`src/rtl/uart_rx_framed.sv`:
```
// uart_rx_framed: oversampled UART receiver with majority voting, error/break flags and a valid/ready output register.
module uart_rx_framed #(
  parameter int D_BIT      = 8,
  parameter int OVS        = 16,
  parameter int PARITY_EN  = 0,
  parameter int PARITY_ODD = 0,
  parameter int STOP_BITS  = 1
) (
  input  logic             clk,
  input  logic             rst,
  input  logic             s_tick,
  input  logic             rx,
  output logic [D_BIT-1:0] dout,
  output logic             dout_valid,
  input  logic             dout_ready,
  output logic             parity_err,
  output logic             frame_err,
  output logic             overrun,
  output logic             break_det
);
  localparam int SW = $clog2(OVS);
  localparam int NW = $clog2(D_BIT);
  localparam logic [SW-1:0] S_HALF = SW'(OVS / 2 - 1);
  localparam logic [SW-1:0] S_M3 = SW'(OVS - 3);
  localparam logic [SW-1:0] S_M2 = SW'(OVS - 2);
  localparam logic [SW-1:0] S_M1 = SW'(OVS - 1);
  localparam logic [NW-1:0] N_LAST = NW'(D_BIT - 1);
  localparam logic [NW-1:0] N_STOP = NW'(STOP_BITS - 1);
  typedef enum logic [2:0] {IDLE, START, DATA, PARITY, STOP, BRK_WAIT} state_t;
  state_t state, state_n;
  logic rx_m, rxs;
  logic [SW-1:0] s, s_n;
  logic [NW-1:0] n, n_n;
  logic [D_BIT-1:0] data, data_n;
  logic v0, v0_n, v1, v1_n, perr, perr_n, ferr, ferr_n, zero, zero_n, done, bv, last;
  assign bv = (v0 & v1) | (v0 & rxs) | (v1 & rxs);
  assign last = s == S_M1;
  always_comb begin
    state_n = state;
    s_n = s;
    n_n = n;
    data_n = data;
    v0_n = v0;
    v1_n = v1;
    perr_n = perr;
    ferr_n = ferr;
    zero_n = zero;
    done = 1'b0;
    if (s_tick) begin
      s_n = s + 1'b1;
      if (s == S_M3) v0_n = rxs;
      if (s == S_M2) v1_n = rxs;
      case (state)
        IDLE: begin
          s_n = '0;
          if (!rxs) state_n = START;
        end
        START: if (s == S_HALF) begin
          s_n = '0;
          n_n = '0;
          zero_n = 1'b1;
          perr_n = 1'b0;
          ferr_n = 1'b0;
          state_n = rxs ? IDLE : DATA;
        end
        DATA: if (last) begin
          s_n = '0;
          data_n = {bv, data[D_BIT-1:1]};
          zero_n = zero & ~bv;
          n_n = n + 1'b1;
          if (n == N_LAST) begin
            n_n = '0;
            state_n = (PARITY_EN != 0) ? PARITY : STOP;
          end
        end
        PARITY: if (last) begin
          s_n = '0;
          perr_n = ^{data, bv} ^ (PARITY_ODD != 0);
          zero_n = zero & ~bv;
          state_n = STOP;
        end
        STOP: if (last) begin
          s_n = '0;
          ferr_n = ferr | ~bv;
          zero_n = zero & ~bv;
          n_n = n + 1'b1;
          if (n == N_STOP) begin
            n_n = '0;
            done = 1'b1;
            state_n = zero_n ? BRK_WAIT : IDLE;
          end
        end
        BRK_WAIT: begin
          s_n = '0;
          if (rxs) state_n = IDLE;
        end
        default: state_n = IDLE;
      endcase
    end
  end
  always_ff @(posedge clk or posedge rst)
    if (rst) begin
      rx_m <= 1'b1;
      rxs <= 1'b1;
      state <= IDLE;
      s <= '0;
      n <= '0;
      data <= '0;
      v0 <= 1'b0;
      v1 <= 1'b0;
      perr <= 1'b0;
      ferr <= 1'b0;
      zero <= 1'b0;
    end else begin
      rx_m <= rx;
      rxs <= rx_m;
      state <= state_n;
      s <= s_n;
      n <= n_n;
      data <= data_n;
      v0 <= v0_n;
      v1 <= v1_n;
      perr <= perr_n;
      ferr <= ferr_n;
      zero <= zero_n;
    end
  // a completed frame that finds the register occupied and not being drained is dropped
  always_ff @(posedge clk or posedge rst)
    if (rst) begin
      dout <= '0;
      dout_valid <= 1'b0;
      parity_err <= 1'b0;
      frame_err <= 1'b0;
      overrun <= 1'b0;
      break_det <= 1'b0;
    end else begin
      overrun <= done && dout_valid && !dout_ready;
      break_det <= done && zero_n;
      if (done && (!dout_valid || dout_ready)) begin
        dout <= data_n;
        parity_err <= perr_n;
        frame_err <= ferr_n;
        dout_valid <= 1'b1;
      end else if (!done && dout_valid && dout_ready) begin
        dout_valid <= 1'b0;
        parity_err <= 1'b0;
        frame_err <= 1'b0;
      end
    end
endmodule

```
`config.mk`:
```
export PLATFORM = sky130hd
export DESIGN_NAME = uart_rx_framed
export DESIGN_NICKNAME = d
export VERILOG_FILES = /design/src/rtl/uart_rx_framed.sv
export SDC_FILE = /design/constraint.sdc
export NUM_CORES = 1
export LEC_CHECK = 0
export ABC_AREA = 1
export BUFFER_PORTS_ARGS = -buffer_cell sky130_fd_sc_hd__clkbuf_2
export CAP_MARGIN = 20
export CORE_MARGIN = 2
export CORE_UTILIZATION = 33
export CTS_CLUSTER_DIAMETER = 150
export DETAILED_ROUTE_END_ITERATION = 7
export SYNTH_ARGS = -nofsm -noshare
export SYNTH_HDL_FRONTEND = slang
export SYNTH_SLANG_ARGS = --single-unit
export TNS_END_PERCENT = 20
```
`constraint.sdc`:
```
create_clock -name clk -period 2.1 [get_ports clk]
set_input_delay 0.42 -clock clk [delete_from_list [all_inputs] [get_ports clk]]
set_output_delay 0.42 -clock clk [all_outputs]
set_load 0.01 [all_outputs]
```
==> impl_results.md <==
- Outcome: complete, no violations
- # DRC: 0
- First-pass GRT wire length: 6879 µm
- DP Worst Slack: 325.1 ps
- Number of global-route vias before repair: 1513
- Gr usage total: 0.1208
- Largest net degree at the start of global routing: 39
- Cells along the critical path: inv_1, ha_1, inv_1, nor2_1, inv_1, nor3_2, nand3_2, nand2_1, o21ai_1
- GR Overflow Total: 0
- Peak VDD IR: between 200 and 300 µV
- Worst hold slack: about 200 ps
- RSZ-0062 raised after global routing: false
- Cell Area, Synth: 2091 µm²
- Worst setup path class: reg -> reg
- Cell mode on critical path: inv_1
- Syn Inst Count: 257
- Clock Latency Late Sink: 300 ps
- Clk pin slew, worst setup/hold paths: 80 ps
- # diodes: 0
- Max Clk Rate: around 560 MHz
- CTS tree: yes
- Crit end category: flip-flop
- First drt pass iteration count: 4
- Req. time, crit path: 2280 ps
- Die width: 83.60 µm
- GPL Wtd Cong: 0.7734
- PnR worst setup slack: 320.6 ps
- Io pins: 18
- CTS resizes: 0
- Period utilization: 0.8474
- Min Tclk post-route: 1779 ps
- Drt total wl: 3948 µm
- Worst hold path type: in -> async
- Die span in y: 83.60 µm
- Yosys cell types: 35
- Syn. warnings: 0
- Max Transition Viols Final: 0
- CP peak stage delay: 390 ps
- Post CTS Setup Buffer Count: 0
- CP max-delay cell: dfrtp_1
- Syn Area/Cell: 8.135 µm²
- Clock skew: 6.351 ps
- Proportion of layout cells with a drive suffix above 1: 0.1714
- CTS root buf: clkbuf_8
- Routed Antenna Nets: 0
- Area of the core: 6026 µm²
- Post-Layout Cell Count: 355
- Die outline area: 6988 µm²
- Worst Tran Pin Value: 502.0 ps
- Post-DR wirelength/cell: approximately 11 µm
- Design area: ~2400 µm²
- Critical Path Fanout Max: 16
- Max-Cap Viols: 0
- Final Power: 2.174 mW
- Drt initial violations: 134
- # rows: 28
- H-tree Lvls: 2
- Num CTS Buffers: 5
- Hpwl dp: 2925 µm
- Dpl cells: 347
- CP Data Arrival Time: 1960 ps
- Setup crit start kind: flip-flop
- PwrDens: 924.7 nW/µm²
- Synth Register Bits: 38
- Final nets: 290
- Final core utilization: 0.3902
- Sum of negative setup slack: 0 ps
- Slew headroom: 0.6654
- Post-Syn Nets: 268
- Vias/cell: 4.592
- CTS hold repair buffers: 0
- Final hold violations: 0
- Initial antenna violation count: 0
- Detailed-route via count: between 1500 and 2000
- Sink Count: 38
- Count of input and output buffers: 17
- P_leak: 1.246 nW
- Area delta synth->final: 12.45%
- Area post-placement: roughly 2300 µm²
- Final-report setup violation count: 0
- Post-synthesis sequential area ratio: 0.4560
- Initial Utilization: 0.3470
- Clock Path Buffers: 2
cell usage in the layout (no fill, tap or decap), types with 3 or more instances in the layout:
master,count
nand3_1,23
o21a_1,9
ha_1,6
a21oi_1,3
clkbuf_8,6
nand2_1,68
o21ai_1,8
nor2_1,12
inv_1,44
nand2_2,4
clkbuf_2,17
dfrtp_1,36
o21ai_0,11
registers in the layout (all words and copies together) (netlist names):
register,flops
frame_err,1
data,8
parity_err,1
ferr,1
zero,1
v1,1
break_det,1
dout_valid,1
n,3
dout,8
rxs,1
rx_m,1
s,4
state,3
v0,1
perr,1
overrun,1
Yosys cell counts, drive strengths merged:
cell type	number	area (µm²)
a211oi	1	20.02
a21oi	4	31.28
a31oi	2	12.51
and2	1	6.260
buf	3	21.27
dfrtp	36	900.9
dfstp	2	52.55
ha	6	75.07
inv	47	181.4
nand2	73	291.5
nand3	25	135.1
nand3b	1	7.510
nand4	2	12.51
nor2	17	100.1
nor3	2	26.28
nor4	1	6.260
o211ai	2	15.01
o21a	9	67.56
o21ai	20	103.9
o22ai	1	6.260
xnor2	1	8.760
xor2	1	8.760
power breakdown:
part	internal, mW	total (mW)	switching (mW)
Sequential	0.829	0.939	0.110
Combinational	0.233	0.695	0.463
Clock	0.264	0.540	0.276
worst max-delay path, delay by kind of cell, from the launching register on:
kind	cells	cell delay [ps]
adder cells (fa/ha/maj)	1	150
AO/OA/AOI/OAI	1	70
buffers and inverters	3	250
AND/OR/NAND/NOR	4	800
flip-flops	1	390
routing by layer:
| layer | vias to the layer above | global-route usage | share of wire |
|---|---|---|---|
| met5 | - | 0 | 0 |
| met4 | 0 | 0.06158 | 0.028 |
| met3 | 9 | 0.02868 | 0.030 |
| met2 | 23 | 0.1869 | 0.44 |
| met1 | 740 | 0.1572 | 0.50 |
| li1 | 858 | - | - |
cell type report:
| class | instances | area, µm² |
|---|---|---|
| clock buffers | 6 | 82.58 |
| clock inverters | 2 | 12.51 |
| fillers | 616 | 3675 |
| inverters | 47 | 181.4 |
| multi-input cells | 169 | 934.6 |
| flip-flops and latches | 38 | 953.4 |
| well taps | 75 | 93.84 |
| repair buffers | 18 | 92.59 |
logic make-up after synthesis:
group           after synthesis  share of synthesized area
simple gates                122                     0.2801
fa+ha+maj                     6                    0.03591
flops                        38                     0.4560
buf+inv                      50                    0.09695
compound gates               39                     0.1227
xor+xnor                      2                   0.008380
final timing paths:
kind,from,endpoint,slack (ps),cells past startpoint
max,n[0],dout[2],320,9
min,rst,dout[0],200,3
max reg2reg,n[0],dout[2],320,9
min reg2reg,rx_m,rxs,360,0
max in group asynchronous,rst,rxs,1510,3
min in group clk,rx,rx_m,200,1
Power figures use the tool's default switching activity.
